[src/rtl/fill_counter.sv]
// Multi-channel fill/drain counter with terminal-count detection, a done pulse,
// a registered all-done flag and a sticky per-channel underflow flag.
module fill_counter #(
    parameter int NCH  = 4,
    parameter int W    = 4,
    parameter int TERM = 2,
    parameter int WRAP = 0
) (
    input  logic             clk,
    input  logic             rst,
    input  logic [NCH-1:0]   fill_rst,
    input  logic [NCH-1:0]   fill_cnt,
    input  logic [NCH-1:0]   drain_cnt,
    output logic [NCH*W-1:0] q,
    output logic [NCH-1:0]   cnt_done,
    output logic [NCH-1:0]   done_pulse,
    output logic             all_done,
    output logic [NCH-1:0]   err_uflow
);

    if (TERM < 1 || TERM >= (1 << W)) begin : g_bad_term
        $error("fill_counter: TERM must lie in 1 .. 2**W-1");
    end

    localparam logic [W-1:0] TERM_V = W'(TERM);
    localparam logic [W-1:0] ONE_V  = W'(1);
    localparam logic [W-1:0] ZERO_V = '0;

    logic [W-1:0]   cnt_q [NCH];
    logic [W-1:0]   cnt_d [NCH];
    logic [NCH-1:0] cnt_done_q, cnt_done_d;
    logic [NCH-1:0] done_pulse_q, done_pulse_d;
    logic [NCH-1:0] err_uflow_q, err_uflow_d;
    logic           all_done_q, all_done_d;

    always_comb begin
        cnt_done_d   = '0;
        done_pulse_d = '0;
        err_uflow_d  = err_uflow_q;
        for (int i = 0; i < NCH; i++) begin
            cnt_d[i] = cnt_q[i];
            if (fill_rst[i]) begin
                cnt_d[i]       = ZERO_V;
                err_uflow_d[i] = 1'b0;
            end else if (fill_cnt[i] && !drain_cnt[i]) begin
                if (cnt_q[i] < TERM_V) begin
                    cnt_d[i]        = cnt_q[i] + ONE_V;
                    done_pulse_d[i] = (cnt_q[i] + ONE_V) == TERM_V;
                end else if (WRAP != 0) begin
                    // Wrapping counts as an event of its own, hence the pulse.
                    cnt_d[i]        = ZERO_V;
                    done_pulse_d[i] = 1'b1;
                end
            end else if (drain_cnt[i] && !fill_cnt[i]) begin
                if (cnt_q[i] != ZERO_V) begin
                    cnt_d[i] = cnt_q[i] - ONE_V;
                end else begin
                    err_uflow_d[i] = 1'b1;
                end
            end
            cnt_done_d[i] = (cnt_d[i] == TERM_V);
        end
        // Built from next-state bits so all_done lines up with cnt_done.
        all_done_d = &cnt_done_d;
    end

    always_ff @(posedge clk) begin
        if (rst) begin
            for (int i = 0; i < NCH; i++) begin
                cnt_q[i] <= ZERO_V;
            end
            cnt_done_q   <= '0;
            done_pulse_q <= '0;
            err_uflow_q  <= '0;
            all_done_q   <= 1'b0;
        end else begin
            for (int i = 0; i < NCH; i++) begin
                cnt_q[i] <= cnt_d[i];
            end
            cnt_done_q   <= cnt_done_d;
            done_pulse_q <= done_pulse_d;
            err_uflow_q  <= err_uflow_d;
            all_done_q   <= all_done_d;
        end
    end

    for (genvar g = 0; g < NCH; g++) begin : g_q
        assign q[g*W +: W] = cnt_q[g];
    end

    assign cnt_done   = cnt_done_q;
    assign done_pulse = done_pulse_q;
    assign err_uflow  = err_uflow_q;
    assign all_done   = all_done_q;

endmodule

[config.mk]
export PLATFORM = sky130hd
export DESIGN_NAME = fill_counter
export DESIGN_NICKNAME = d
export VERILOG_FILES = /design/src/rtl/fill_counter.sv
export SDC_FILE = /design/constraint.sdc
export NUM_CORES = 1
export LEC_CHECK = 0
export BUFFER_PORTS_ARGS = -buffer_cell sky130_fd_sc_hd__buf_2
export CORE_MARGIN = 2
export CORE_UTILIZATION = 55
export CTS_CLUSTER_DIAMETER = 30
export DETAILED_ROUTE_END_ITERATION = 10
export PLACE_DENSITY = 0.82
export SYNTH_ARGS = -nofsm -noshare
export SYNTH_HDL_FRONTEND = slang
export SYNTH_SLANG_ARGS = --single-unit
[constraint.sdc]
create_clock -name clk -period 3 [get_ports clk]
set_clock_uncertainty 0.1 [all_clocks]
set_input_delay 0.3 -clock clk [delete_from_list [all_inputs] [get_ports clk]]
set_output_delay 0.3 -clock clk [all_outputs]
set_load 0.02 [all_outputs]
# Word-level counts from Yosys, hierarchy flattened

Memories as Yosys holds them, arrays and structs flattened.
Index checks and enable logic that the tools add are counted.

Bits in latches: 0
Word-level logic and storage cells: 107
Flip-flop bits (word level): 13
Output and inout bits: 29
Bits in writable memories: 16
Bits in read-only memories: 0
Input bits: 14
Memories: 1

Div/mod/pow operators: 0
Eq/ne operators: 8
$lt $le $gt $ge: 4
Muxes and demuxes: 27
Reductions and logical operators: 33
Add/subtract/negate cells: 8
Shift operators: 0
Bitwise gates (word level): 16
$mul: 0

Memories:

| memory | words | bits a word | rd ports | clocked after memory_dff | write ports | RTL line | RTL |
|---|---|---|---|---|---|---|---|
| cnt_q  | 4     | 4           | 4        | 0                        | 4           | 29       | `logic [W-1:0] cnt_q [NCH];` |

Operators by type and width:

| kind                                                        | number |
|---|---|
| 2-to-1 mux 4 bit                                            | 24 |
| == test 4 x 2 -> 1 bit (second input constant)              | 8 |
| adder 4 x 1 -> 4 bit (second input constant)                | 4 |
| less-than comparator 4 x 2 -> 1 bit (second input constant) | 4 |
| nonzero test 4 bit                                          | 4 |
| OR reduction 4 bit                                          | 4 |
| subtractor 4 x 1 -> 4 bit (second input constant)           | 4 |
| NOT 1 bit                                                   | 12 |
| AND reduction 3 bit                                         | 4 |
| logical AND 1 bit                                           | 8 |
| zero test 1 bit                                             | 8 |
| OR reduction 2 bit                                          | 4 |
| bitwise OR 1 bit                                            | 4 |
| AND reduction 4 bit                                         | 1 |
| 2-to-1 mux 1 bit                                            | 3 |

# Longest topological paths before layout

Gate-level depths: netlist of the first run.

Depth after elaboration: 7
Depth in mapped cells: 7
Gate-level depth less buffers: 7

# Least setup slack after synthesis of the first run

No wires, ideal clock.

Path type: register -> register
Start point: memory cnt_q[0][1]
End point: register all_done_q, in the netlist all_done
Library setup time: 0.088 ns
Stages on the path, launching flop included: 8
Arrival: 1.948 ns
Period minus slack after synthesis: 2.136 ns
Path buffers: 0
Required time: 2.812 ns
Setup slack: 0.864 ns
Cell sequence: dfxtp_1 -> inv_1 -> ha_1 -> nor3b_1 -> or3_1 -> a311oi_1 -> nand4_1 -> nor4_2

RTL lines:

| item                   | RTL line | RTL |
|---|---|---|
| start: declaration     | 29       |  |
| end signal: assignment | 83       | `all_done_q <= all_done_d;` |
| end: declaration       | 34       | `logic all_done_q, all_done_d;` |

==> metrics.txt, run 1 <==
outcome=complete, no violations; Slew @ Worst Pin=0.4514 ns; clk sinks=29; Top FF cell, synth=dfxtp_1; area delta synth->final=18.38%; max_cap viols=0; most common cell after layout, fill and taps aside=buf_2; Antenna Cells=0; die footprint=3276 um2; Nets=245; worst skew pair latency=0.32 ns; largest family of logic cells by synthesized area=simple AND/OR/NAND/NOR gates; total number of vias=1487; Tcrit/Tclk final=77.91%; Yosys top cell by area=dfxtp_1; xor/xnor cell area share of the yosys netlist=1.685%; synth unique cells=43; syn avg cell area=9.012 um2; Period minus WS final=2.337 ns; # Post-CTS Setup Buffers=0; Flop pwr share=55.2%; simple-gate share of the synthesized area=31.62%; Post-Route Setup TNS=0 ns; CP Class=register to register; Async SR Flop Fraction=0%; clk slew on worst S/H paths=0.09 ns; Hold Path Class=primary input to register; post-route ant nets=0; DR iter-0 viols=85; clock power share=30.7%; Pint=0.5257 mW; TritonRoute pass-1 iters=4; RSZ-0062 raised after global routing=no; FF+latch count, synth=29; mux cell area share after synthesis=3.291%; Non-Filler Instances=251; Seq/Total Area, Yosys=37.24%; WP data arrival=2.47 ns; Die Span Y=57.24 um; Worst setup EP type=register; H-tree depth=2; HPWL after DPL=2.543 mm; pins over their slew limit=0; Chip Width=57.24 um; synth top area cells=dfxtp_1 (37%), ha_1 (9.6%), nor2_1 (4.8%), nor3_1 (3.5%), nor3b_1 (3.4%); wire length per cell=14.00 um; Via-to-Cell Ratio=5.924; Mapped Cells=173; Yosys top cell area share=37.24%; EDFF count, synth=0; Final setup viols=0; dpl cells=243; hold buffers post-CTS=0; leakage=0.8463 nW; total CTS buffers=5; All-Layer GR Usage=23.06%; syn nets=199; fmax=427.9 MHz; Switching Share=27.40%; clock root cell=clkbuf_4; drt drc=0; Net Switching=0.1984 mW; share of layout cells above drive strength 1=22.73%; data required time of the critical path=3.13 ns; Final Hold Fails=0; Comb pwr share=14.1%; crit-path max FO=7; Initial Util=57.03%; largest net degree at the start of global routing=25; I/O Buffers=42; Yosys warnings=0; vias in the first global route=1408; complex-gate fraction of the synthesized area=12.92%; commonest non-fill, non-tap cells in the layout=buf_2 (42), dfxtp_1 (29), nor2_1 (20); VDD IR-drop max=315.5 uV; # IOs=43; GP Congestion=0.8795; first-pass GRT wire length=5.975 mm; CP startpoint kind=register; CTS tree=done; Synth Area in Adders=9.631%; Clock Path Buffers=2; post_cts resized=0; routed wire length=3.514 mm; total grt overflow=0; FP Rows=19; initial antenna violation count=0; relative slew slack=69.85%; Post-Syn Area=1559 um2; Power Density=392.4 nW/um2; Core ar.=2734 um2; Pwr Total=0.7241 mW
-- cell usage after synthesis (3+ instances only) --
| library cell | count |
|---|---|
| nor3_1 | 11 |
| or3b_1 | 3 |
| ha_1 | 12 |
| a31oi_1 | 3 |
| nor2b_1 | 5 |
| xnor2_1 | 3 |
| clkbuf_1 | 3 |
| dfxtp_1 | 29 |
| nor4_1 | 4 |
| and3_1 | 3 |
| nand3_1 | 4 |
| inv_1 | 12 |
| nor4b_1 | 4 |
| nor3b_1 | 7 |
| a311oi_1 | 4 |
| nor2_1 | 20 |
| nand2_1 | 3 |
| o21ai_0 | 6 |
| nand2b_1 | 3 |
| mux2i_1 | 4 |
-- through the flow --
stage | hold WS [ns] | cell area [um2] | utilization (%) | worst slack [ns]
3_5_place_dp | 0.4053 | 1797 | 65.72 | 0.7147
6_report | 0.09897 | 1846 | 67.51 | 0.6628
4_1_cts | 0.08834 | 1846 | 67.51 | 0.6693
2_1_floorplan | 0.2768 | 1559 | - | 0.8638
5_1_grt | 0.08733 | 1846 | 67.51 | 0.4732
3_3_place_gp | 0.3993 | 1797 | 65.72 | 0.8333
-- power by group through the flow --
stage | sequential (mW) | clock, mW | combinational (mW)
2_1_floorplan | 0.416 | 0 | 0.0589
3_3_place_gp | 0.408 | 0 | 0.0971
3_5_place_dp | 0.409 | 0 | 0.101
4_1_cts | 0.400 | 0.227 | 0.102
5_1_grt | 0.401 | 0.244 | 0.114
6_report | 0.400 | 0.222 | 0.102
-- metal layers --
metal,GRT usage [%],up-vias,share of wire (%)
met4,10.96,0,1.1
li1,-,732,-
met1,28.24,703,45
met5,0,-,0
met3,5.442,5,5.6
met2,38.26,47,48
-- flip-flops by register name (all words and copies together) (netlist names) --
| register | count |
|---|---|
| all_done | 1 |
| cnt_done | 4 |
| cnt_q | 16 |
| done_pulse | 4 |
| err_uflow | 4 |
-- worst max-delay path, cell delays in order (launching register included) --
cell and delay, ns:
dfxtp_1 0.39, inv_1 0.14, ha_1 0.22, nor3b_1 0.39, o21ai_0 0.17, a2bb2oi_1 0.15, a2111o_1 0.41, nor4_2 0.28
-- cells by family (layout without fill, tap and decap cells) --
logic type,Yosys count,after routing
AO/OA/AOI/OAI,27,27
XOR/XNOR,3,3
adder cells (fa/ha/maj),12,12
buffers and inverters,15,62
flip-flops,29,29
multiplexers,5,5
AND/OR/NAND/NOR,82,82
-- area by class of cell --
| class | instances | area, um2 |
|---|---|---|
| multi-input combinational | 129 | 922.1 |
| fill | 238 | 888.4 |
| sequential | 29 | 580.6 |
| timing repair buffer | 42 | 210.2 |
| clock buffer | 8 | 48.80 |
| inverter | 12 | 45.04 |
| tap | 31 | 38.79 |
-- final timing paths --
kind | startpoint | endpoint | slack, ns | depth (start not counted)
hold reg to reg | err_uflow[0] | err_uflow[0] | 0.42 | 2
hold / removal | fill_rst[3] | err_uflow[3] | 0.1 | 2
setup reg to reg | cnt_q[3][0] | all_done | 0.66 | 7
setup / recovery | cnt_q[3][0] | all_done | 0.66 | 7
(Power assumes the default switching activity.)
==> inputs of run 2 (changes only) <==
CORE_UTILIZATION = 51   (was 55)
PLACE_DENSITY = 0.77   (was 0.82)
clock period = 2.3 ns   (was 3 ns; I/O delays follow)
==> run 2 against run 1 <==
  * Register-to-register slack got worse by 0.53 ns
  * Critical path depth unchanged
  * Count of clock-buffer cells in the layout down 1
  * Hold slack worse by 0.069 ns
  * Sequential share of layout area shrank 0.64 points
  * Setup slack got worse by 0.53 ns
  * Maximum frequency up 7.8%
  * Final cell count up 1.6%
==> metrics.txt, run 2 (synthesis results as in run 1) <==
crit path max-delay cell type=dfxtp_1; pins over their slew limit=0 (unchanged); post-route design area=1892 um2 (+2.5%); min-delay src=fill_rst[3]; clk slew on worst S/H paths=0.09 ns (about the same); relative slew slack=65.99% (-3.9 points); Flop pwr share=52.0% (-3.2 points); CP Class=register to register; DP Area=1799 um2 (+0.14%); leakage=0.8731 nW (+3.2%); Die Span Y=59.29 um (+3.6%); filler cell count in the final layout=255 (+7.1%); fin worst setup slack=0.1325 ns (-0.5303 ns); total grt overflow=0 (unchanged); Clock Path Buffers=2 (unchanged); Post-Route Setup TNS=0 ns (unchanged); Largest register FFs=16 (unchanged); reg2reg start=cnt_q[3][0]; register area=583.1 um2 (+0.43%); total CTS buffers=5 (unchanged); Net Switching=0.2585 mW (+30%); CTS tree=done; clk sinks=29 (unchanged); DR iter-0 viols=92 (+8.2%); clock power share=34.4% (+3.7 points); crit-path max FO=7 (unchanged); CP startpoint kind=register; Power Density=529.7 nW/um2 (+35%); Final setup viols=0 (unchanged); outcome=complete, no violations; GP Congestion=0.8769 (-0.30%); VDD IR-drop max=373.4 uV (+18%); Worst setup EP type=register; wire length per cell=13.83 um (-1.2%); max_cap viols=0 (unchanged); clock root cell=clkbuf_4; HPWL after DPL=2.634 mm (+3.6%); commonest non-fill, non-tap cells in the layout=buf_2 (42), dfxtp_1 (27), nor2_1 (20); Reg2Reg Setup Slack=0.13 ns (-0.53 ns); Via-to-Cell Ratio=5.820 (-1.8%); share of layout cells above drive strength 1=26.13% (+3.4 points); fmax=461.4 MHz (+7.8%); Switching Share=25.80% (-1.6 points); initial antenna violation count=0 (unchanged); FP Rows=20 (+1); Non-Filler Instances=255 (+1.6%); Tcrit/Tclk final=94.24% (+16 points); Initial Util=52.35% (-4.7 points); Hold Path Class=primary input to register; die footprint=3515 um2 (+7.3%); first-pass GRT wire length=5.644 mm (-5.5%); Chip Width=59.29 um (+3.6%); pre-CTS worst setup slack=0.04977 ns (-0.6649 ns); Comb pwr share=13.6% (-0.5 points); Period minus WS final=2.168 ns (-0.1697 ns); Antenna Cells=0 (unchanged); WP data arrival=2.31 ns (-0.16 ns); worst hold path depth=2 (unchanged); largest net degree at the start of global routing=25 (unchanged); # IOs=43 (unchanged); Core ar.=2978 um2 (+8.9%); total number of vias=1484 (-0.20%); Pint=0.7435 mW (+41%); Final Hold Fails=0 (unchanged); I/O Buffers=42 (unchanged); R2R cell count=7 (unchanged); sink of the worst hold path=cnt_q[3][0]; TritonRoute pass-1 iters=4 (unchanged); vias in the first global route=1309 (-7.0%); routed wire length=3.526 mm (+0.34%); post-route ant nets=0 (unchanged); drt drc=0 (unchanged); All-Layer GR Usage=21.27% (-1.8 points); most common cell after layout, fill and taps aside=buf_2; area of the multi-input gates=927.1 um2 (+0.54%); H-tree depth=2 (unchanged); Worst path max stage delay=0.44 ns (+0.03 ns); worst skew pair latency=0.32 ns (about the same); Largest Register=cnt_q; Crit Reg-Reg Endpoint=all_done; Nets=247 (+0.82%); dpl cells=245 (+0.82%); Slew @ Worst Pin=0.5090 ns (+0.05767 ns); area delta synth->final=21.35%; crit-path cells=inv_1 > ha_1 > nor3b_1 > nor2_1 > a2bb2oi_1 > a2111o_1 > nor4_2; data required time of the critical path=2.44 ns (-0.69 ns)
==> run 2: cell types whose count changed in the layout (fill, tap and decap cells not counted) <==
cell / change
nor3b_2: +1
clkbuf_8: +2
buf_4: +2
clkinv_2: +1
clkbuf_1: -3
nor3b_1: -1
dfxtp_2: +2
dfxtp_1: -2
==> run 2: layout make-up <==
type                    instances  area share, %
multi-input cells             129          49.01
flip-flops and latches         29          30.82
repair buffers                 44          11.90
clock buffers                   7          3.439
inverters                      12          2.381
well taps                      33          2.183
clock inverters                 1         0.2646
==> run 2: routing by layer <==
metal | track usage, % | share of wire (%) | up-vias
li1 | - | - | 740
met1 | 26.43 | 45 | 694
met2 | 33.28 | 49 | 42
met3 | 7.860 | 5.1 | 8
met4 | 8.442 | 1.5 | 0
met5 | 0 | 0 | -
==> run 2: power groups by stage <==
| stage | Combinational, mW | Sequential, mW | Clock [mW] |
|---|---|---|---|
| 6_report | 0.136 | 0.521 | 0.345 |
| 5_1_grt | 0.151 | 0.523 | 0.385 |
| 4_1_cts | 0.132 | 0.521 | 0.356 |
| 3_5_place_dp | 0.131 | 0.533 | 0 |
| 3_3_place_gp | 0.129 | 0.532 | 0 |
| 2_1_floorplan | 0.0768 | 0.543 | 0 |
==> run 2: worst max-delay path by stage <==
stage	startpoint	end	slack, ns	cells after the start
final	cnt_q[3][0]	all_done	0.13	7
after global routing	cnt_q[2][1]	all_done	-0.03	7
after CTS	cnt_q[0][1]	all_done	0.04	7
after detailed placement	cnt_q[0][1]	all_done	0.05	7
after global placement	cnt_q[0][1]	all_done	0.1	7
after floorplan	cnt_q[0][1]	all_done	0.16	7
==> run 2: per-stage QoR <==
stage / util, % / hold WS, ns / total power, mW
2_1_floorplan: - / 0.2068 / 0.6195
3_3_place_gp: 60.42 / 0.3638 / 0.6610
3_5_place_dp: 60.42 / 0.3631 / 0.6640
4_1_cts: 62.77 / 0.01518 / 1.009
5_1_grt: 63.53 / 0.01473 / 1.059
6_report: 63.53 / 0.02997 / 1.002
==> run 2: what timing repair did <==
item	4_1_cts	5_1_grt
resized for setup	0	3
hold buffers	0	0
setup buffers	0	2
setup endpoints to repair	0	1
==> run 2: critical path, delay by kind of cell, from the launching register on <==
family                   cells  cell delay, ns
flip-flops                   1            0.44
AND/OR/NAND/NOR              3            0.68
AO/OA/AOI/OAI                2            0.51
adder cells (fa/ha/maj)      1            0.23
buffers and inverters        1            0.12
==> inputs of run 3 (changes only) <==
BUFFER_PORTS_ARGS = unset   (was -buffer_cell sky130_fd_sc_hd__buf_2)
CORE_UTILIZATION = 62   (was 51)
DONT_BUFFER_PORTS = 1   (was unset)
==> run 3 against run 2 <==
  * Power shrank 7.1%
  * Count of clock-buffer cells in the layout decreased by 1
  * Clock power is 17% lower
  * Hold slack lost 0.0094 ns
  * Global-route usage grew 4.1 points
  * First-iteration DRC count is 62% lower
  * Critical path type unchanged
  * Largest cell class unchanged
  * Largest power group unchanged
==> metrics.txt, run 3 (synthesis results as in run 1) <==
outcome=complete, no violations; clk sinks=29 (unchanged); Worst setup EP type=register; wire length per cell=15.22 um (+10%); Period minus WS final=2.142 ns (-0.02521 ns); Net Switching=0.2497 mW (-3.4%); # IOs=43 (unchanged); Flop pwr share=56.1% (+4.1 points); total number of vias=1384 (-6.7%); Die Span Y=54.15 um (-8.7%); largest net degree at the start of global routing=21 (-16%); total CTS buffers=5 (unchanged); Non-Filler Instances=224 (-12%); vias in the first global route=1298 (-0.84%); pins over their slew limit=0 (unchanged); clock root cell=clkbuf_4; share of layout cells above drive strength 1=10.31% (-16 points); Clock Path Buffers=2 (unchanged); Crit path buffers/inverters=1 (unchanged); All-Layer GR Usage=25.35% (+4.1 points); DR iter-0 viols=35 (-62%); die footprint=2932 um2 (-17%); initial antenna violation count=0 (unchanged); filler cell count in the final layout=186 (-27%); Switching Share=26.83% (+1.0 points); Hold Path Class=primary input to register; Pint=0.6809 mW (-8.4%); dpl cells=209 (-15%); most common cell after layout, fill and taps aside=dfxtp_1; Via-to-Cell Ratio=6.179 (+6.2%); Post-Route Setup TNS=0 ns (unchanged); Power Density=523.1 nW/um2 (-1.2%); Initial Util=64.09% (+12 points); I/O Buffers=0 (-100%); Crit path max-delay family=simple AND/OR/NAND/NOR gates; pre-CTS worst setup slack=0.2085 ns (+0.1587 ns); crit path max-delay cell type=or3b_1; Antenna Cells=0 (unchanged); worst skew pair latency=0.31 ns (about the same); Largest Register=cnt_q; met3 usage=7.778% (-0.082 points); clk slew on worst S/H paths=0.09 ns (about the same); met2 usage=42.57% (+9.3 points); Worst path max stage delay=0.42 ns (-0.02 ns); WHS=0.02060 ns (-0.009369 ns); H-tree depth=2 (unchanged); CTS tree=done; fin worst setup slack=0.1577 ns (+0.02521 ns); data required time of the critical path=2.43 ns (about the same); total grt overflow=0 (unchanged); post-route ant nets=0 (unchanged); WP data arrival=2.28 ns (-0.03 ns); GRT met1 Usage=30.55% (+4.1 points); RSZ-0062 raised after global routing=no; relative slew slack=50.75% (-15 points); crit-path cells=inv_1 > ha_1 > or3b_1 > a22oi_1 > mux2i_1 > o2111ai_1 > nor4_2; first-pass GRT wire length=5.395 mm (-4.4%); clock power share=30.7% (-3.7 points); routed wire length=3.410 mm (-3.3%); Pwr Total=0.9306 mW (-7.1%); Largest register FFs=16 (unchanged); Final setup viols=0 (unchanged); GP Congestion=0.8137 (-7.2%); CP startpoint kind=register; CP Class=register to register; Final Hold Fails=0 (unchanged); Slew @ Worst Pin=0.7364 ns (+0.2273 ns); max_cap viols=0 (unchanged); crit-path max FO=5 (-2); TritonRoute pass-1 iters=4 (unchanged); Core ar.=2432 um2 (-18%); GR peak layer=met2; Tcrit/Tclk final=93.14% (-1.1 points); HPWL after DPL=2.410 mm (-8.5%); Comb pwr share=13.2% (-0.4 points); fmax=466.8 MHz (+1.2%); VDD IR-drop max=483.2 uV (+29%); leakage=0.7235 nW (-17%); Nets=219 (-11%); Chip Width=54.15 um (-8.7%); area delta synth->final=14.13%; FP Rows=18 (-10%); drt drc=0 (unchanged); commonest non-fill, non-tap cells in the layout=dfxtp_1 (29), nor2_1 (20), inv_1 (12), ha_1 (12), nor3_1 (11)
-- run 3: power by group through the flow --
stage	clock network, mW	logic [mW]	registers (mW)
3_3_place_gp	0	0.0995	0.534
2_1_floorplan	0	0.0768	0.543
3_5_place_dp	0	0.103	0.534
5_1_grt	0.315	0.137	0.524
6_report	0.285	0.123	0.522
4_1_cts	0.299	0.122	0.522
-- run 3: layer usage --
metal | part of all wire, % | routed length (um)
met5 | 0 | 0
met1 | 45 | 1528
met4 | 0.50 | 17
met2 | 48 | 1626
met3 | 7.0 | 238
-- run 3: worst reg2reg max path, stage by stage, from the launching register on --
cell	delay [ns]
dfxtp_1	0.32
inv_1	0.11
ha_1	0.26
or3b_1	0.42
a22oi_1	0.24
mux2i_1	0.26
o2111ai_1	0.20
nor4_2	0.16
-- run 3: path summary, 6_finish.rpt --
kind	from	endpoint	slack [ns]	cells after the start
max	cnt_q[2][1]	all_done	0.16	7
min	fill_rst[3]	cnt_q[3][1]	0.02	2
max reg2reg	cnt_q[2][1]	all_done	0.16	7
min reg2reg	cnt_q[0][1]	done_pulse[0]	0.51	2
-- run 3: timing repair --
action / CTS / global route
setup endpoints to repair: 0 / 1
resized for setup: 0 / 1
endpoints found under the hold margin: 22 / 0
setup buffers: 0 / 0
hold buffers: 7 / 0
-- run 3: layout make-up --
type / instances / area (um2) / share of cell area (%)
clock inverters: 2 / 10.01 / 0.5626
repair buffers: 16 / 137.6 / 7.736
well taps: 30 / 37.54 / 2.110
multi-input cells: 129 / 927.1 / 52.11
flip-flops and latches: 29 / 580.6 / 32.63
clock buffers: 6 / 41.29 / 2.321
inverters: 12 / 45.04 / 2.532
-- run 3: stage by stage --
stage / instance area [um2] / util (%)
global route: 1779 / 73.15
finish: 1779 / 73.15
CTS: 1774 / 72.94
global placement: 1653 / 67.95
detailed placement: 1653 / 67.95
floorplan: 1559 / -
